## src/rtl/sdram_ch0_arbiter.sv

```systemverilog
// sdram_ch0_arbiter
// Shares SDRAM channel 0 between three clk_sys requesters (p0 ioctl loader,
// p1 screen/char-map engine, p2 font fetch) with fixed priority p0 > p1 > p2.
// Each access runs strobe -> settle -> wait-not-busy -> ack.
// Optional feature macro: REFRESH_SCHED_EN
//   defined   : interval timer, pending flag, REFRESH state, refresh_overrun.
//   undefined : refresh is raised combinationally whenever the arbiter is idle
//               with no requests; refresh_overrun is tied low.
//
// Handshake: req[k] is a level request. While it is high, wr/addr/din of port k
// must stay stable. ack[k] is a one-cycle pulse that marks completion. A req
// bit that is still high in the cycle after its ack is treated as a new
// request. If req drops before ack, the access still completes and acks.
module sdram_ch0_arbiter #(
  parameter int N_SETTLE         = 2,
  parameter int REFRESH_INTERVAL = 1024,
  parameter int REFRESH_CYCLES   = 8
) (
  input  logic        clk_sys,
  input  logic        reset,
  input  logic        init_done,
  input  logic [2:0]  req,
  input  logic [2:0]  wr,
  input  logic [74:0] addr,
  input  logic [23:0] din,
  output logic [2:0]  ack,
  output logic [7:0]  rdata,
  output logic [24:0] ch0_addr,
  output logic [7:0]  ch0_din,
  output logic        ch0_rd,
  output logic        ch0_wr,
  input  logic [7:0]  ch0_dout,
  input  logic        ch0_busy,
  output logic        refresh,
  output logic        refresh_overrun,
  output logic [2:0]  dbg_state
);

  localparam logic [2:0] S_IDLE    = 3'd0;
  localparam logic [2:0] S_ISSUE   = 3'd1;
  localparam logic [2:0] S_SETTLE  = 3'd2;
  localparam logic [2:0] S_WAIT    = 3'd3;
  localparam logic [2:0] S_DONE    = 3'd4;
  localparam logic [2:0] S_REFRESH = 3'd5;

  localparam logic [3:0] SETTLE_LAST = 4'(N_SETTLE - 1);

  // Out-of-range parameters leave the arbiter inert instead of mis-sequencing.
  localparam logic CFG_OK = (N_SETTLE >= 1) && (N_SETTLE <= 15) &&
                            (REFRESH_CYCLES >= 1) && (REFRESH_CYCLES <= 15) &&
                            (REFRESH_INTERVAL >= 2) && (REFRESH_INTERVAL <= 65536);

  logic [2:0]  r_state;
  logic [3:0]  r_cnt;
  logic [1:0]  r_grant;
  logic        r_is_wr;
  logic [2:0]  r_ack;
  logic [7:0]  r_rdata;
  logic [24:0] r_ch0_addr;
  logic [7:0]  r_ch0_din;
  logic        r_ch0_rd;
  logic        r_ch0_wr;

  logic [1:0]  w_sel;
  logic [24:0] w_sel_addr;
  logic [7:0]  w_sel_din;
  logic        w_sel_wr;
  logic        w_any_req;
  logic        w_refresh_pending;

  // Fixed-priority pick among the requesting ports and mux of its fields.
  always_comb begin
    w_sel      = 2'd0;
    w_any_req  = |req;
    if (req[0])      w_sel = 2'd0;
    else if (req[1]) w_sel = 2'd1;
    else if (req[2]) w_sel = 2'd2;
    w_sel_addr = addr[24:0];
    w_sel_din  = din[7:0];
    w_sel_wr   = wr[0];
    case (w_sel)
      2'd1: begin
        w_sel_addr = addr[49:25];
        w_sel_din  = din[15:8];
        w_sel_wr   = wr[1];
      end
      2'd2: begin
        w_sel_addr = addr[74:50];
        w_sel_din  = din[23:16];
        w_sel_wr   = wr[2];
      end
      default: ;
    endcase
  end

`ifdef REFRESH_SCHED_EN
  localparam logic [15:0] TIMER_LAST = 16'(REFRESH_INTERVAL - 1);
  localparam logic [3:0]  REF_LAST   = 4'(REFRESH_CYCLES - 1);

  logic [15:0] r_timer;
  logic        r_pending;
  logic        r_overrun;
  logic        r_refresh;
  logic        w_ref_done;

  assign w_ref_done        = (r_state == S_REFRESH) && (r_cnt == REF_LAST);
  assign w_refresh_pending = r_pending;

  // Free-running refresh interval timer; a wrap raises pending, a wrap onto an
  // unserved pending sets the sticky overrun flag.
  always_ff @(posedge clk_sys) begin
    if (reset) begin
      r_timer   <= '0;
      r_pending <= 1'b0;
      r_overrun <= 1'b0;
    end else begin
      if (r_timer == TIMER_LAST) begin
        r_timer   <= '0;
        r_pending <= 1'b1;
        if (r_pending && !w_ref_done) r_overrun <= 1'b1;
      end else begin
        r_timer <= r_timer + 16'd1;
        if (w_ref_done) r_pending <= 1'b0;
      end
    end
  end

  assign refresh         = r_refresh;
  assign refresh_overrun = r_overrun;
`else
  assign w_refresh_pending = 1'b0;
  assign refresh           = (r_state == S_IDLE) && init_done && (req == 3'b000);
  assign refresh_overrun   = 1'b0;
`endif

  // Access sequencer: arbitrate in IDLE, then strobe, settle, wait, ack.
  always_ff @(posedge clk_sys) begin
    if (reset) begin
      r_state    <= S_IDLE;
      r_cnt      <= '0;
      r_grant    <= '0;
      r_is_wr    <= 1'b0;
      r_ack      <= '0;
      r_rdata    <= '0;
      r_ch0_addr <= '0;
      r_ch0_din  <= '0;
      r_ch0_rd   <= 1'b0;
      r_ch0_wr   <= 1'b0;
`ifdef REFRESH_SCHED_EN
      r_refresh  <= 1'b0;
`endif
    end else begin
      r_ack <= '0;
      case (r_state)
        S_IDLE: begin
          if (init_done && CFG_OK) begin
            if (w_refresh_pending) begin
`ifdef REFRESH_SCHED_EN
              r_state   <= S_REFRESH;
              r_cnt     <= '0;
              r_refresh <= 1'b1;
`endif
            end else if (w_any_req) begin
              r_state    <= S_ISSUE;
              r_grant    <= w_sel;
              r_is_wr    <= w_sel_wr;
              r_ch0_addr <= w_sel_addr;
              r_ch0_din  <= w_sel_din;
              r_ch0_wr   <= w_sel_wr;
              r_ch0_rd   <= !w_sel_wr;
            end
          end
        end
        S_ISSUE: begin
          r_ch0_rd <= 1'b0;
          r_ch0_wr <= 1'b0;
          r_cnt    <= '0;
          r_state  <= S_SETTLE;
        end
        S_SETTLE: begin
          if (r_cnt == SETTLE_LAST) r_state <= S_WAIT;
          else                      r_cnt   <= r_cnt + 4'd1;
        end
        S_WAIT: begin
          if (!ch0_busy) begin
            if (!r_is_wr) r_rdata <= ch0_dout;
            r_ack   <= 3'b001 << r_grant;
            r_state <= S_DONE;
          end
        end
        S_DONE: begin
          r_state <= S_IDLE;
        end
`ifdef REFRESH_SCHED_EN
        S_REFRESH: begin
          if (r_cnt == REF_LAST) begin
            r_refresh <= 1'b0;
            r_state   <= S_IDLE;
          end else begin
            r_cnt <= r_cnt + 4'd1;
          end
        end
`endif
        default: r_state <= S_IDLE;
      endcase
    end
  end

  assign ack       = r_ack;
  assign rdata     = r_rdata;
  assign ch0_addr  = r_ch0_addr;
  assign ch0_din   = r_ch0_din;
  assign ch0_rd    = r_ch0_rd;
  assign ch0_wr    = r_ch0_wr;
  assign dbg_state = r_state;

endmodule

```

## config.mk

```make
export PLATFORM = sky130hd
export DESIGN_NAME = sdram_ch0_arbiter
export DESIGN_NICKNAME = d
export VERILOG_FILES = /design/src/rtl/sdram_ch0_arbiter.sv
export SDC_FILE = /design/constraint.sdc
export NUM_CORES = 1
export LEC_CHECK = 0
export ABC_CLOCK_PERIOD_IN_PS = 2300
export BUFFER_PORTS_ARGS = -buffer_cell sky130_fd_sc_hd__buf_2
export CORE_ASPECT_RATIO = 0.9
export CORE_MARGIN = 3
export CORE_UTILIZATION = 40
export DETAILED_ROUTE_END_ITERATION = 8
export HOLD_SLACK_MARGIN = 0.15
export PLACE_DENSITY_LB_ADDON = 0.08
export SLEW_MARGIN = 30
export SYNTH_ARGS = -nofsm -noshare
export SYNTH_HDL_FRONTEND = slang
export SYNTH_SLANG_ARGS = --single-unit
```

## constraint.sdc

```tcl
create_clock -name clk_sys -period 2.3 [get_ports clk_sys]
set_input_delay 0.115 -clock clk_sys [delete_from_list [all_inputs] [get_ports clk_sys]]
set_output_delay 0.115 -clock clk_sys [all_outputs]
set_load 0.02 [all_outputs]
```

# After elaboration in Yosys (flattened, before gate mapping)
# Index checks and enable logic that the tools add are counted.
dict set report op_classes {
  n_mux 19
  reduce_logical 14
  add_sub_neg 1
  bitwise 3
  eq_ne 11
  shifts 1
}
# op count
set ops {}
lappend ops {{$pmux 25 s2} 1}
lappend ops {{$pmux 8 s2} 1}
lappend ops {{$mux 3} 4}
lappend ops {{$pmux 3 s4} 1}
lappend ops {{$ne 2x2->1 const B} 5}
lappend ops {{$reduce_and 3->1} 3}
lappend ops {{$pmux 4 s2} 1}
lappend ops {{$eq 3x2->1 const B} 2}
lappend ops {{$logic_not 3->1} 2}
lappend ops {{$mux 2} 3}
lappend ops {{$pmux 1 s2} 3}
lappend ops {{$reduce_or 3->1} 2}
lappend ops {{$add 4x1->4 const B} 1}
lappend ops {{$eq 4x1->1 const B} 1}
lappend ops {{$mux 1} 4}
lappend ops {{$mux 4} 1}
lappend ops {{$reduce_and 4->1} 1}
lappend ops {{$reduce_bool 2->1} 2}
lappend ops {{$eq 3x1->1 const B} 1}
lappend ops {{$not 1->1} 3}
lappend ops {{$shl 1x2->3 const A} 1}
lappend ops {{$eq 2x1->1 const B} 1}
lappend ops {{$eq 2x2->1 const B} 1}
lappend ops {{$logic_and 1x1->1} 2}
lappend ops {{2 further kinds} 2}
dict set report word_totals {
  word_cells 59
  output_inout_bits 51
  regBits 56
  input_bits 117
}

# Logic depth before layout (Yosys ltp)
# Gate-level depths: netlist of run 1.
dict set report depth {
  depth_word 9
  mapped_depth 5
  ltp_nobuf 5
}

# Worst setup path before layout of run 1
# No wires, ideal clock.
dict set report synth_timing {
  path_kind {flip-flop to flip-flop}
  startpoint {register r_state[0] (netlist: dbg_state[0])}
  endpoint {register r_ch0_addr[0] (netlist: ch0_addr[0])}
  setup_slack_ps 658
  path_stages_with_launch 5
  arrival_time_ps 1524
  setup_time_ps 117
  synth_period_minus_slack_ps 1642
  required_ps 2183
  n_path_buf 1
  path_cell_list {dfxtp_1 nor4b_1 a21oi_1 buf_2 a32o_1}
}
dict set report synth_between {
  elab_chain_cells 2
}
# element line
set synth_lines {}
lappend synth_lines {{start, declared} 53} ;# logic [2:0] r_state;
lappend synth_lines {{start signal, assigned} 139} ;# r_state <= S_IDLE;
lappend synth_lines {{start signal, assigned} 164} ;# r_state <= S_ISSUE;
lappend synth_lines {{start signal, assigned} 178} ;# r_state <= S_SETTLE;
lappend synth_lines {{$logic_not 3->1} 154} ;# case (r_state)
lappend synth_lines {{$reduce_and 3->1 (no source line)} n/a}
lappend synth_lines {{end signal, assigned} 167} ;# r_ch0_addr <= w_sel_addr;
lappend synth_lines {{end, declared} 59} ;# logic [24:0] r_ch0_addr;
# Every way passes these cells.
# A chain may end at the register's enable or synchronous reset.

# Final worst setup path of run 1
dict set report layout_timing {
  startpoint {register r_state[2] (netlist: dbg_state[2])}
  endpoint {register r_ch0_din[0] (netlist: ch0_din[0])}
}
dict set report layout_between {
  elab_chain_cells 2
}
# element line
set layout_lines {}
lappend layout_lines {{$logic_not 3->1} 154}
lappend layout_lines {{$reduce_and 3->1 (no source line)} n/a}
lappend layout_lines {{end signal, assigned} 168} ;# r_ch0_din <= w_sel_din;
lappend layout_lines {{end, declared} 60} ;# logic [7:0] r_ch0_din;
# Every way passes these cells.

==> run_summary.xml, run 1 <==
<?xml version="1.0" encoding="UTF-8"?>
<metrics>
  <group name="outcome">
    <metric name="run_status" unit="">completed</metric>
  </group>
  <group name="global_route">
    <metric name="grt_use_total" unit="">0.213</metric>
    <metric name="grt_pass1_wl" unit="µm">15600</metric>
    <metric name="grt_start_max_net_pins" unit="">72</metric>
    <metric name="first_global_vias" unit="">3315</metric>
    <metric name="antenna_found_initial" unit="">0</metric>
    <metric name="globalRoute.totalOverflow" unit="">0</metric>
  </group>
  <group name="clock_network">
    <metric name="post_cts.repair.setup_buffers" unit="">0</metric>
    <metric name="clock_sink_count" unit="">56</metric>
    <metric name="tritoncts" unit="">built</metric>
    <metric name="worst_setup_hold_path_clk_slew" unit="ns">0.10</metric>
    <metric name="ctsHtreeMaxLevel" unit="">2</metric>
    <metric name="clockBufferDepth" unit="">2</metric>
    <metric name="cts-root-buf" unit="">sky130_fd_sc_hd__clkbuf_8</metric>
    <metric name="tritoncts_buffers" unit="">5</metric>
    <metric name="insertion_delay" unit="ns">0.31</metric>
  </group>
  <group name="worst_setup_path">
    <metric name="required_time_at_the_endpoint_of_the_critical_path" unit="ns">2.56</metric>
    <metric name="worst_r2r_startpoint" unit="">dbg_state[2]</metric>
    <metric name="reg2reg_depth" unit="">4</metric>
    <metric name="end_kind" unit="">register</metric>
    <metric name="cp_data_arrival_time" unit="ns">2.16</metric>
    <metric name="worstReg2RegEnd" unit="">ch0_din[0]</metric>
    <metric name="critical_path_class" unit="">register to register</metric>
    <metric name="reg2reg_setup_slack" unit="ns">0.40</metric>
    <metric name="cp_max_fo" unit="">33</metric>
    <metric name="worstSetupStartpointType" unit="">register</metric>
  </group>
  <group name="worst_hold_path">
    <metric name="worstHoldEndpoint" unit="">ch0_addr[7]</metric>
    <metric name="hold_class" unit="">input pin to register</metric>
    <metric name="timing.hold.worst.start" unit="">addr[32]</metric>
    <metric name="whs_path_depth" unit="">3</metric>
  </group>
  <group name="yosys">
    <metric name="ys_top_cells_by_area" unit="">sky130_fd_sc_hd__dfxtp_1 (36%), sky130_fd_sc_hd__a32o_1 (11%), sky130_fd_sc_hd__o22a_1 (9.3%)</metric>
    <metric name="total_of_warnings_raised_by_yosys" unit="">0</metric>
    <metric name="synth_top_area_share" unit="">0.362</metric>
    <metric name="synth_simple_gate_area_share" unit="">0.233</metric>
    <metric name="post_synth_num_cell_types" unit="">45</metric>
    <metric name="ys_seq_elements" unit="">56</metric>
    <metric name="synth_top_family_by_area" unit="">compound AO/OA/AOI/OAI gates</metric>
    <metric name="xor_xnor_fraction_of_synth_area" unit="">0.00283</metric>
    <metric name="synthesis.area" unit="mm²">0.00310</metric>
    <metric name="syn-instance-count" unit="">362</metric>
    <metric name="synth.largest_area_cell" unit="">sky130_fd_sc_hd__dfxtp_1</metric>
    <metric name="synth_seq_area_share" unit="">0.362</metric>
    <metric name="postSynth.asyncResetShare" unit="">0</metric>
    <metric name="post_synth_edffs" unit="">0</metric>
    <metric name="post-synth-top-count-cell" unit="">sky130_fd_sc_hd__dfxtp_1</metric>
    <metric name="synthesis.nets" unit="">481</metric>
    <metric name="post_synth.cell_area_avg" unit="µm²">8.56</metric>
    <metric name="postSynth.topFlopCell" unit="">sky130_fd_sc_hd__dfxtp_1</metric>
    <metric name="yosys-mux-area-fraction" unit="">0.00969</metric>
    <metric name="synth_common_cells" unit="">sky130_fd_sc_hd__dfxtp_1 (56), sky130_fd_sc_hd__o21ai_0 (44), sky130_fd_sc_hd__nor2_1 (41)</metric>
    <metric name="synth-adder-area-share" unit="">0.00807</metric>
    <metric name="post_synthesis_compound_gate_area_fraction" unit="">0.321</metric>
  </group>
  <group name="floorplanning">
    <metric name="io_count" unit="">168</metric>
    <metric name="start_util" unit="">0.425</metric>
    <metric name="fp.dieArea" unit="mm²">0.00884</metric>
    <metric name="die_h" unit="µm">89.5</metric>
    <metric name="die_width" unit="µm">98.8</metric>
    <metric name="num_rows" unit="">29</metric>
    <metric name="core_area" unit="mm²">0.00729</metric>
  </group>
  <group name="finish">
    <metric name="finalNetCount" unit="">637</metric>
    <metric name="final_cell_area" unit="mm²">0.00418</metric>
    <metric name="areaGrowthSynthToFinish" unit="%">34.9</metric>
    <metric name="antennaDiodeCount" unit="">0</metric>
    <metric name="layout.filler_cells" unit="">708</metric>
    <metric name="post_layout_nonfiller_instances" unit="">612</metric>
    <metric name="drive_above_1_share" unit="">0.370</metric>
  </group>
  <group name="placement">
    <metric name="port_buffers" unit="">166</metric>
    <metric name="dp_hpwl" unit="µm">6900</metric>
    <metric name="detailed_place.area" unit="mm²">0.00395</metric>
    <metric name="placed_cells" unit="">592</metric>
    <metric name="gp_congestion" unit="">0.852</metric>
    <metric name="dp_worst_setup_slack" unit="ns">0.382</metric>
  </group>
  <group name="timing">
    <metric name="rsz0062_at_grt" unit="">no</metric>
    <metric name="tightest_slew" unit="ns">0.661</metric>
    <metric name="finClkSkew" unit="ns">0.00493</metric>
    <metric name="final_hold_viol_count" unit="">0</metric>
    <metric name="finalCritPeriodShare" unit="">0.825</metric>
    <metric name="fin_tns_setup" unit="ns">0</metric>
    <metric name="period_needed" unit="ns">1.90</metric>
    <metric name="fmax" unit="GHz">0.527</metric>
    <metric name="setup_viol_count_final" unit="">0</metric>
    <metric name="fin_ws" unit="ns">0.402</metric>
    <metric name="relSlewSlack" unit="">0.556</metric>
    <metric name="finalMaxSlewViolations" unit="">0</metric>
  </group>
  <group name="detailed_routing">
    <metric name="ant_nets" unit="">0</metric>
    <metric name="postRouteWirelength" unit="µm">9940</metric>
    <metric name="total_via_count_in_the_routed_design" unit="">3426</metric>
    <metric name="detailedRoute.firstPassIterationCount" unit="">4</metric>
    <metric name="post_drt_wl_per_cell" unit="µm">16.2</metric>
    <metric name="drcViolationCount" unit="">0</metric>
    <metric name="detail_route.vias_per_cell" unit="">5.60</metric>
    <metric name="detail_route.iter0.violations" unit="">130</metric>
  </group>
  <group name="pwr">
    <metric name="p_leak" unit="nW">1.80</metric>
    <metric name="power.density" unit="mW/mm²">553</metric>
    <metric name="ir_drop" unit="mV">0.242</metric>
  </group>
  <group name="run">
    <metric name="maxCapViolations" unit="">0</metric>
  </group>
</metrics>
worst max-delay path by stage:
stage	endpoint	cells after the start	startpoint
final	ch0_din[0]	4	dbg_state[2]
after global routing	ch0_addr[22]	4	dbg_state[2]
after CTS	ch0_addr[22]	4	dbg_state[1]
after detailed placement	ch0_addr[22]	4	dbg_state[1]
after global placement	ch0_addr[13]	4	dbg_state[2]
after floorplan	ch0_addr[0]	4	dbg_state[0]
critical path, cell delays in order (launching register included):
cell,delay (ns)
sky130_fd_sc_hd__dfxtp_1,0.44
sky130_fd_sc_hd__or4b_4,0.63
sky130_fd_sc_hd__nor3_4,0.17
sky130_fd_sc_hd__buf_4,0.36
sky130_fd_sc_hd__a32o_1,0.22
kinds of logic (layout without fill, tap and decap cells):
logic type,Yosys count,in the layout
mux,3,3
xor+xnor,1,1
fa+ha+maj,2,2
buf+inv,43,200
flops,56,56
simple gates,122,122
compound gates,134,134
other cells,1,1
report_power, final:
| part | leakage (nW) | switching (W) | internal [W] | total (W) |
|---|---|---|---|---|
| Combinational | 1.31 | 0.000364 | 0.000301 | 0.000664 |
| Sequential | 0.457 | 0.0000533 | 0.00105 | 0.00110 |
| Clock | 0.0404 | 0.000333 | 0.000217 | 0.000550 |
| Total | 1.80 | 0.000751 | 0.00156 | 0.00231 |
per-stage QoR:
step	util	total power, W	hold WS (ns)
after floorplan	-	0.00151	0.263
after global placement	0.542	0.00175	0.369
after detailed placement	0.542	0.00176	0.373
after CTS	0.569	0.00233	0.152
after global routing	0.573	0.00244	0.158
final	0.573	0.00231	0.161
final cells by class:
class / instances / area, µm² / area share
Sequential cell: 56 / 1120 / 0.268
Multi-Input combinational cell: 263 / 1800 / 0.430
Clock inverter: 3 / 23.8 / 0.00569
Tap cell: 93 / 116 / 0.0278
Inverter: 5 / 18.8 / 0.00449
Timing Repair Buffer: 187 / 1040 / 0.248
Clock buffer: 5 / 68.8 / 0.0165
metal layers:
layer  wire length, µm  vias up  track usage
met5                 0        -            0
li1                  -     1693            -
met2              4710      121        0.369
met3               730       11       0.0484
met1              4380     1601        0.271
met4               124        0       0.0521
cells in the final DEF (no fill, tap or decap), types with 4 or more instances in the layout:
master	netlist	layout
sky130_fd_sc_hd__clkbuf_8	0	5
sky130_fd_sc_hd__a21oi_1	12	11
sky130_fd_sc_hd__o21ai_0	44	44
sky130_fd_sc_hd__dfxtp_1	56	56
sky130_fd_sc_hd__o22a_1	33	33
sky130_fd_sc_hd__nor2_1	41	41
sky130_fd_sc_hd__nand3_1	16	16
sky130_fd_sc_hd__inv_1	4	4
sky130_fd_sc_hd__buf_2	5	166
sky130_fd_sc_hd__a32o_1	33	33
sky130_fd_sc_hd__dlygate4sd3_1	0	11
sky130_fd_sc_hd__nor3b_1	37	37
sky130_fd_sc_hd__buf_4	1	9
repair_timing:
| action | 4_1_cts | 5_1_grt |
|---|---|---|
| hold buffers | 11 | 0 |
| resized for setup | 0 | 0 |
| endpoints found under the hold margin | 11 | 0 |
registers in the layout, indices dropped and copies added (netlist names):
| name | cells |
|---|---|
| ch0_din | 8 |
| ack | 3 |
| r_cnt | 4 |
| ch0_rd | 1 |
| dbg_state | 3 |
| r_is_wr | 1 |
| rdata | 8 |
| ch0_addr | 25 |
| ch0_wr | 1 |
| r_grant | 2 |
Power figures use the tool's default switching activity.
==> run 2, diff against run 1 <==
--- a/config.mk
+++ b/config.mk
@@ -5,7 +5,7 @@
 export SDC_FILE = /design/constraint.sdc
 export NUM_CORES = 1
 export LEC_CHECK = 0
-export ABC_CLOCK_PERIOD_IN_PS = 2300
+export ABC_CLOCK_PERIOD_IN_PS = 1900
 export BUFFER_PORTS_ARGS = -buffer_cell sky130_fd_sc_hd__buf_2
 export CORE_ASPECT_RATIO = 0.9
 export CORE_MARGIN = 3
==> constraint.sdc (replaced) <==
create_clock -name clk_sys -period 1.9 [get_ports clk_sys]
set_input_delay 0.095 -clock clk_sys [delete_from_list [all_inputs] [get_ports clk_sys]]
set_output_delay 0.095 -clock clk_sys [all_outputs]
set_load 0.02 [all_outputs]
==> run_summary.xml, run 2 (synthesis gave the netlist of run 1 again) <==
<?xml version="1.0" encoding="UTF-8"?>
<metrics>
  <group name="outcome">
    <metric name="run_status" unit="">completed</metric>
  </group>
  <group name="floorplanning">
    <metric name="io_count" unit="">168</metric>
    <metric name="core_area" unit="mm²">0.00729</metric>
    <metric name="num_rows" unit="">29</metric>
    <metric name="die_h" unit="µm">89.5</metric>
    <metric name="die_width" unit="µm">98.8</metric>
    <metric name="fp.dieArea" unit="mm²">0.00884</metric>
    <metric name="start_util" unit="">0.425</metric>
  </group>
  <group name="placement">
    <metric name="gp_congestion" unit="">0.788</metric>
    <metric name="placed_cells" unit="">600</metric>
    <metric name="dp_hpwl" unit="µm">7120</metric>
    <metric name="port_buffers" unit="">166</metric>
  </group>
  <group name="finish">
    <metric name="largest_reg_flops" unit="">25</metric>
    <metric name="areaGrowthSynthToFinish" unit="%">45.7</metric>
    <metric name="finalNetCount" unit="">673</metric>
    <metric name="post_layout_nonfiller_instances" unit="">648</metric>
    <metric name="layout_common_cells" unit="">sky130_fd_sc_hd__buf_2 (166), sky130_fd_sc_hd__dfxtp_1 (56), sky130_fd_sc_hd__o21ai_0 (44)</metric>
    <metric name="antennaDiodeCount" unit="">0</metric>
    <metric name="drive_above_1_share" unit="">0.359</metric>
    <metric name="layout.core_utilization" unit="">0.619</metric>
    <metric name="final_common_cell" unit="">sky130_fd_sc_hd__buf_2</metric>
  </group>
  <group name="global_route">
    <metric name="grt_pass1_wl" unit="µm">16500</metric>
    <metric name="antenna_found_initial" unit="">0</metric>
    <metric name="grt_use_total" unit="">0.227</metric>
    <metric name="globalRoute.totalOverflow" unit="">0</metric>
    <metric name="first_global_vias" unit="">3544</metric>
    <metric name="grt_start_max_net_pins" unit="">48</metric>
  </group>
  <group name="timing">
    <metric name="tightest_slew" unit="ns">0.941</metric>
    <metric name="fin_tns_setup" unit="ns">0</metric>
    <metric name="period_needed" unit="ns">1.71</metric>
    <metric name="final_hold_viol_count" unit="">0</metric>
    <metric name="relSlewSlack" unit="">0.371</metric>
    <metric name="fmax" unit="GHz">0.585</metric>
    <metric name="finalMaxSlewViolations" unit="">0</metric>
    <metric name="rsz0062_at_grt" unit="">no</metric>
    <metric name="finClkSkew" unit="ns">0.00742</metric>
    <metric name="finalCritPeriodShare" unit="">0.900</metric>
    <metric name="setup_viol_count_final" unit="">0</metric>
    <metric name="worst_hold_slack" unit="ns">0.153</metric>
  </group>
  <group name="clock_network">
    <metric name="ctsHtreeMaxLevel" unit="">2</metric>
    <metric name="worst_setup_hold_path_clk_slew" unit="ns">0.10</metric>
    <metric name="cts-root-buf" unit="">sky130_fd_sc_hd__clkbuf_8</metric>
    <metric name="tritoncts" unit="">built</metric>
    <metric name="clock_sink_count" unit="">56</metric>
    <metric name="tritoncts_buffers" unit="">5</metric>
    <metric name="clockBufferDepth" unit="">2</metric>
    <metric name="insertion_delay" unit="ns">0.31</metric>
    <metric name="post_cts.repair.setup_buffers" unit="">0</metric>
  </group>
  <group name="pwr">
    <metric name="p_leak" unit="nW">1.97</metric>
    <metric name="ir_drop" unit="mV">0.299</metric>
    <metric name="power.density" unit="mW/mm²">638</metric>
  </group>
  <group name="detailed_routing">
    <metric name="detailedRoute.firstPassIterationCount" unit="">5</metric>
    <metric name="postRouteWirelength" unit="µm">10400</metric>
    <metric name="post_drt_wl_per_cell" unit="µm">16.0</metric>
    <metric name="ant_nets" unit="">0</metric>
    <metric name="drcViolationCount" unit="">0</metric>
    <metric name="detail_route.vias_per_cell" unit="">5.51</metric>
    <metric name="total_via_count_in_the_routed_design" unit="">3570</metric>
    <metric name="detail_route.iter0.violations" unit="">142</metric>
  </group>
  <group name="run">
    <metric name="maxCapViolations" unit="">0</metric>
  </group>
  <group name="worst_setup_path">
    <metric name="reg2reg_depth" unit="">4</metric>
    <metric name="worstSetupStartpointType" unit="">register</metric>
    <metric name="worst_r2r_startpoint" unit="">dbg_state[1]</metric>
    <metric name="cp_max_fo" unit="">7</metric>
    <metric name="end_kind" unit="">output pin</metric>
    <metric name="worstReg2RegEnd" unit="">ch0_addr[15]</metric>
    <metric name="required_time_at_the_endpoint_of_the_critical_path" unit="ns">1.80</metric>
    <metric name="cp_data_arrival_time" unit="ns">1.62</metric>
    <metric name="critical_path_class" unit="">register to output pin</metric>
    <metric name="reg2reg_setup_slack" unit="ns">0.19</metric>
  </group>
  <group name="worst_hold_path">
    <metric name="hold_class" unit="">input pin to register</metric>
    <metric name="whs_path_depth" unit="">3</metric>
    <metric name="worstHoldEndpoint" unit="">ch0_addr[8]</metric>
    <metric name="timing.hold.worst.start" unit="">addr[33]</metric>
  </group>
</metrics>
==> run 2: power breakdown <==
part	total (W)	switching (W)	internal (W)
Sequential	0.00132	0.0000584	0.00127
Combinational	0.000864	0.000457	0.000407
Clock	0.000691	0.000398	0.000293
==> run 2: final cells by class <==
type	count	area (µm²)
Timing Repair Buffer	223	1370
Tap cell	93	116
Multi-Input combinational cell	263	1800
Clock inverter	2	10.0
Clock buffer	6	82.6
Fill cell	673	2780
Inverter	5	18.8
Sequential cell	56	1120
==> run 2: metrics by stage <==
step	total power [W]	setup WS (ns)	instance area [µm²]
2_1_floorplan	0.00182	0.258	3100
3_3_place_gp	0.00214	0.111	4020
3_5_place_dp	0.00215	0.0880	4020
4_1_cts	0.00289	0.176	4520
5_1_grt	0.00302	0.0450	4520
6_report	0.00288	0.189	4520
==> run 2: layer usage <==
layer | up-vias | wire length [µm] | global-route usage
li1 | 1763 | - | -
met1 | 1668 | 4530 | 0.278
met2 | 124 | 4940 | 0.401
met3 | 15 | 739 | 0.0507
met4 | 0 | 167 | 0.0720
met5 | - | 0 | 0
==> run 2: worst max path at each step <==
stage / cells past startpoint / slack [ns] / start / to
after floorplan: 4 / 0.26 / dbg_state[0] / ch0_addr[0]
after global placement: 4 / 0.11 / req[1] / ch0_addr[18]
after detailed placement: 4 / 0.09 / req[1] / ch0_din[2]
after CTS: 3 / 0.18 / dbg_state[1] / refresh
after global routing: 4 / 0.04 / dbg_state[1] / ch0_addr[18]
final: 3 / 0.19 / dbg_state[1] / refresh
==> run 2: repair_timing <==
item	in CTS	in global routing
endpoints found under the hold margin	39	0
hold buffers	40	0
endpoints found under the setup margin	0	1
gates resized for setup	0	1
==> run 2: worst max-delay path: stages (launching register included) <==
cell,delay [ns]
sky130_fd_sc_hd__dfxtp_1,0.38
sky130_fd_sc_hd__or4b_4,0.56
sky130_fd_sc_hd__nor2_1,0.18
sky130_fd_sc_hd__buf_2,0.19
==> run 3, diff against run 2 <==
--- a/config.mk
+++ b/config.mk
@@ -6,13 +6,13 @@
 export NUM_CORES = 1
 export LEC_CHECK = 0
 export ABC_CLOCK_PERIOD_IN_PS = 1900
-export BUFFER_PORTS_ARGS = -buffer_cell sky130_fd_sc_hd__buf_2
 export CORE_ASPECT_RATIO = 0.9
 export CORE_MARGIN = 3
 export CORE_UTILIZATION = 40
 export DETAILED_ROUTE_END_ITERATION = 8
+export DONT_BUFFER_PORTS = 1
 export HOLD_SLACK_MARGIN = 0.15
-export PLACE_DENSITY_LB_ADDON = 0.08
+export PLACE_DENSITY_LB_ADDON = 0.2
 export SLEW_MARGIN = 30
 export SYNTH_ARGS = -nofsm -noshare
 export SYNTH_HDL_FRONTEND = slang
==> run_summary.xml, run 3 <==
<?xml version="1.0" encoding="UTF-8"?>
<metrics>
  <group name="outcome">
    <metric name="run_status" unit="">stopped before the end</metric>
    <metric name="last-stage-reached" unit="">4_1_cts</metric>
    <metric name="error" unit="">[ERROR RSZ-0060] Max buffer count reached.</metric>
  </group>
  <group name="yosys">
    <metric name="xor_xnor_fraction_of_synth_area" unit="">0.00283</metric>
    <metric name="synth-adder-area-share" unit="">0.00807</metric>
    <metric name="post_synthesis_compound_gate_area_fraction" unit="">0.321</metric>
    <metric name="post_synth_edffs" unit="">0</metric>
    <metric name="yosys-mux-area-fraction" unit="">0.00969</metric>
    <metric name="syn-instance-count" unit="">362</metric>
    <metric name="synth_top_area_share" unit="">0.362</metric>
    <metric name="synth_common_cells" unit="">sky130_fd_sc_hd__dfxtp_1 (56), sky130_fd_sc_hd__o21ai_0 (44), sky130_fd_sc_hd__nor2_1 (41)</metric>
    <metric name="postSynth.topFlopCell" unit="">sky130_fd_sc_hd__dfxtp_1</metric>
    <metric name="ys_top_cells_by_area" unit="">sky130_fd_sc_hd__dfxtp_1 (36%), sky130_fd_sc_hd__a32o_1 (11%), sky130_fd_sc_hd__o22a_1 (9.3%)</metric>
    <metric name="synthesis.area" unit="mm²">0.00310</metric>
    <metric name="synth_seq_area_share" unit="">0.362</metric>
    <metric name="ys_seq_elements" unit="">56</metric>
    <metric name="post_synth_num_cell_types" unit="">45</metric>
    <metric name="post_synth.cell_area_avg" unit="µm²">8.56</metric>
    <metric name="total_of_warnings_raised_by_yosys" unit="">0</metric>
    <metric name="post-synth-top-count-cell" unit="">sky130_fd_sc_hd__dfxtp_1</metric>
    <metric name="synthesis.nets" unit="">481</metric>
    <metric name="synth.largest_area_cell" unit="">sky130_fd_sc_hd__dfxtp_1</metric>
    <metric name="synth_top_family_by_area" unit="">compound AO/OA/AOI/OAI gates</metric>
    <metric name="postSynth.asyncResetShare" unit="">0</metric>
    <metric name="synth_simple_gate_area_share" unit="">0.233</metric>
  </group>
  <group name="clock_network">
    <metric name="clock_sink_count" unit="">56</metric>
    <metric name="cts-root-buf" unit="">sky130_fd_sc_hd__clkbuf_8</metric>
    <metric name="clockBufferDepth" unit="">2</metric>
    <metric name="tritoncts_buffers" unit="">5</metric>
    <metric name="postCtsHoldBufs" unit="">101</metric>
    <metric name="ctsResizeCount" unit="">0</metric>
    <metric name="post_cts.repair.setup_buffers" unit="">0</metric>
    <metric name="ctsHtreeMaxLevel" unit="">2</metric>
  </group>
  <group name="floorplanning">
    <metric name="die_h" unit="µm">89.5</metric>
    <metric name="num_rows" unit="">29</metric>
    <metric name="io_count" unit="">168</metric>
    <metric name="start_util" unit="">0.425</metric>
    <metric name="die_width" unit="µm">98.8</metric>
  </group>
  <group name="placement">
    <metric name="gp_congestion" unit="">0.782</metric>
    <metric name="dp_hpwl" unit="µm">6190</metric>
    <metric name="port_buffers" unit="">0</metric>
  </group>
</metrics>
[run 3: cell counts after synthesis]
No cell type changed its count.
[run 3: cells by family after synthesis]
| group | Yosys count |
|---|---|
| and+or+nand+nor | 122 |
| other | 1 |
| adders and majority gates | 2 |
| DFF | 56 |
| muxes | 3 |
| xor gates and xnor gates | 1 |
| buffers and inverters | 43 |
| AOI/OAI and AO/OA | 134 |
[run 3: through the flow]
stage          instance area (µm²)  worst slack (ns)   util  hold slack [ns]  std cells
2_1_floorplan                 3100             0.258      -            0.243        362
3_5_place_dp                  3180             0.213  0.436            0.168        431
3_3_place_gp                  3180             0.224  0.436            0.166        431
==> run 4, diff against run 3 <==
--- a/config.mk
+++ b/config.mk
@@ -6,13 +6,11 @@
 export NUM_CORES = 1
 export LEC_CHECK = 0
 export ABC_CLOCK_PERIOD_IN_PS = 1900
-export CORE_ASPECT_RATIO = 0.9
 export CORE_MARGIN = 3
-export CORE_UTILIZATION = 40
+export CORE_UTILIZATION = 25
 export DETAILED_ROUTE_END_ITERATION = 8
 export DONT_BUFFER_PORTS = 1
-export HOLD_SLACK_MARGIN = 0.15
-export PLACE_DENSITY_LB_ADDON = 0.2
+export PLACE_DENSITY_LB_ADDON = 0.15
 export SLEW_MARGIN = 30
 export SYNTH_ARGS = -nofsm -noshare
 export SYNTH_HDL_FRONTEND = slang
==> run_summary.xml, run 4 (synthesis gave the netlist of run 1 again) <==
<?xml version="1.0" encoding="UTF-8"?>
<metrics>
  <group name="timing">
    <metric name="rsz0062_at_grt" unit="">no</metric>
    <metric name="finalMaxSlewViolations" unit="">0</metric>
    <metric name="setup_viol_count_final" unit="">0</metric>
    <metric name="final_hold_viol_count" unit="">0</metric>
    <metric name="finClkSkew" unit="ns">0.00708</metric>
    <metric name="period_needed" unit="ns">1.77</metric>
    <metric name="fin_tns_setup" unit="ns">0</metric>
    <metric name="tightest_slew" unit="ns">0.585</metric>
    <metric name="relSlewSlack" unit="">0.609</metric>
    <metric name="fmax" unit="GHz">0.566</metric>
    <metric name="finalCritPeriodShare" unit="">0.930</metric>
    <metric name="fin_ws" unit="ns">0.132</metric>
  </group>
  <group name="finish">
    <metric name="antennaDiodeCount" unit="">0</metric>
    <metric name="finalNetCount" unit="">477</metric>
    <metric name="drive_above_1_share" unit="">0.0808</metric>
    <metric name="final_cell_area" unit="mm²">0.00358</metric>
    <metric name="layout_common_cells" unit="">sky130_fd_sc_hd__dfxtp_1 (56), sky130_fd_sc_hd__o21ai_0 (43), sky130_fd_sc_hd__nor2_1 (41)</metric>
    <metric name="layout.filler_cells" unit="">1287</metric>
    <metric name="final_common_cell" unit="">sky130_fd_sc_hd__dfxtp_1</metric>
    <metric name="areaGrowthSynthToFinish" unit="%">15.4</metric>
    <metric name="layout.core_utilization" unit="">0.297</metric>
    <metric name="largest_reg_flops" unit="">25</metric>
  </group>
  <group name="pwr">
    <metric name="fin_total_pwr" unit="W">0.00289</metric>
    <metric name="p_leak" unit="nW">1.16</metric>
    <metric name="ir_drop" unit="mV">0.320</metric>
    <metric name="power.density" unit="mW/mm²">809</metric>
  </group>
  <group name="placement">
    <metric name="gp_congestion" unit="">0.685</metric>
    <metric name="port_buffers" unit="">0</metric>
    <metric name="dp_hpwl" unit="µm">6860</metric>
    <metric name="detailed_place.area" unit="mm²">0.00330</metric>
    <metric name="dp_worst_setup_slack" unit="ns">0.187</metric>
  </group>
  <group name="detailed_routing">
    <metric name="detail_route.vias_per_cell" unit="">5.38</metric>
    <metric name="postRouteWirelength" unit="µm">10100</metric>
    <metric name="detailedRoute.firstPassIterationCount" unit="">4</metric>
    <metric name="post_drt_wl_per_cell" unit="µm">19.1</metric>
    <metric name="drcViolationCount" unit="">0</metric>
    <metric name="total_via_count_in_the_routed_design" unit="">2833</metric>
    <metric name="ant_nets" unit="">0</metric>
    <metric name="detail_route.iter0.violations" unit="">154</metric>
  </group>
  <group name="worst_setup_path">
    <metric name="reg2reg_depth" unit="">5</metric>
    <metric name="worstSetupStartpointType" unit="">register</metric>
    <metric name="critical_path_class" unit="">register to register</metric>
    <metric name="worst_path_slowest_cell" unit="">sky130_fd_sc_hd__dlygate4sd3_1</metric>
    <metric name="cp_max_fo" unit="">8</metric>
    <metric name="end_kind" unit="">register</metric>
    <metric name="critical_path.max_stage_delay" unit="ns">0.57</metric>
    <metric name="cp_data_arrival_time" unit="ns">1.96</metric>
    <metric name="required_time_at_the_endpoint_of_the_critical_path" unit="ns">2.09</metric>
    <metric name="path_cells" unit="">buf_4 &gt; or2_2 &gt; o21ai_1 &gt; a21oi_1 &gt; dlygate4sd3_1</metric>
  </group>
  <group name="floorplanning">
    <metric name="die_width" unit="µm">117</metric>
    <metric name="io_count" unit="">168</metric>
    <metric name="core_area" unit="mm²">0.0121</metric>
    <metric name="start_util" unit="">0.257</metric>
    <metric name="num_rows" unit="">40</metric>
    <metric name="die_h" unit="µm">117</metric>
    <metric name="fp.dieArea" unit="mm²">0.0138</metric>
  </group>
  <group name="run">
    <metric name="maxCapViolations" unit="">0</metric>
  </group>
  <group name="clock_network">
    <metric name="clock_sink_count" unit="">56</metric>
    <metric name="ctsHtreeMaxLevel" unit="">2</metric>
    <metric name="worst_setup_hold_path_clk_slew" unit="ns">0.07</metric>
    <metric name="clockBufferDepth" unit="">2</metric>
    <metric name="tritoncts_buffers" unit="">5</metric>
    <metric name="cts-root-buf" unit="">sky130_fd_sc_hd__clkbuf_16</metric>
    <metric name="insertion_delay" unit="ns">0.30</metric>
    <metric name="tritoncts" unit="">built</metric>
  </group>
  <group name="worst_hold_path">
    <metric name="hold_class" unit="">input pin to register</metric>
    <metric name="whs_path_depth" unit="">2</metric>
  </group>
  <group name="global_route">
    <metric name="first_global_vias" unit="">2951</metric>
    <metric name="antenna_found_initial" unit="">0</metric>
    <metric name="grt_pass1_wl" unit="µm">16200</metric>
    <metric name="globalRoute.totalOverflow" unit="">0</metric>
    <metric name="grt_start_max_net_pins" unit="">74</metric>
    <metric name="grt_use_total" unit="">0.145</metric>
  </group>
  <group name="outcome">
    <metric name="run_status" unit="">completed</metric>
  </group>
</metrics>
==> run 4: routing by layer <==
metal | part of all wire | GRT usage | up-vias
li1 | - | - | 1377
met1 | 0.42 | 0.178 | 1321
met2 | 0.46 | 0.239 | 125
met3 | 0.098 | 0.0554 | 10
met4 | 0.013 | 0.0411 | 0
met5 | 0 | 0 | -
==> run 4: layout make-up <==
cell class	count	area, µm²	share of cell area
inverters	5	18.8	0.00525
multi-input cells	263	1800	0.502
repair buffers	27	285	0.0797
flip-flops and latches	56	1120	0.313
well taps	168	210	0.0588
clock buffers	8	146	0.0409
==> run 4: what timing repair did <==
item	4_1_cts	5_1_grt
hold buffers	12	0
setup endpoints to repair	0	1
resized for setup	0	3
buffers inserted	0	1
hold endpoints to repair	14	0
==> run 4: path summary, 6_finish.rpt <==
kind | start | end | slack (ns)
max reg2reg | dbg_state[2] | rdata[5] | 0.13
min | wr[1] | ch0_rd | 0.03
max | dbg_state[2] | rdata[5] | 0.13
min reg2reg | r_grant[0] | ack[2] | 0.47
==> run 4: power breakdown <==
group | switching (W) | internal, W | total, W
combinational | 0.000243 | 0.000245 | 0.000487
sequential | 0.000171 | 0.00127 | 0.00144
clock | 0.000442 | 0.000529 | 0.000971
==> run 4: worst max-delay path: cells and delay by family (launching register included) <==
family	cells	cell delay, ns
and+or+nand+nor	1	0.36
buffers and inverters	2	0.74
AOI/OAI and AO/OA	2	0.21
DFF	1	0.34
==> run 4: metrics by stage <==
stage | hold WS (ns) | instances
4_1_cts | 0.0131 | 526
3_5_place_dp | 0.171 | 506
2_1_floorplan | 0.243 | 362
3_3_place_gp | 0.169 | 505
5_1_grt | 0.0237 | 527
6_report | 0.0280 | 527
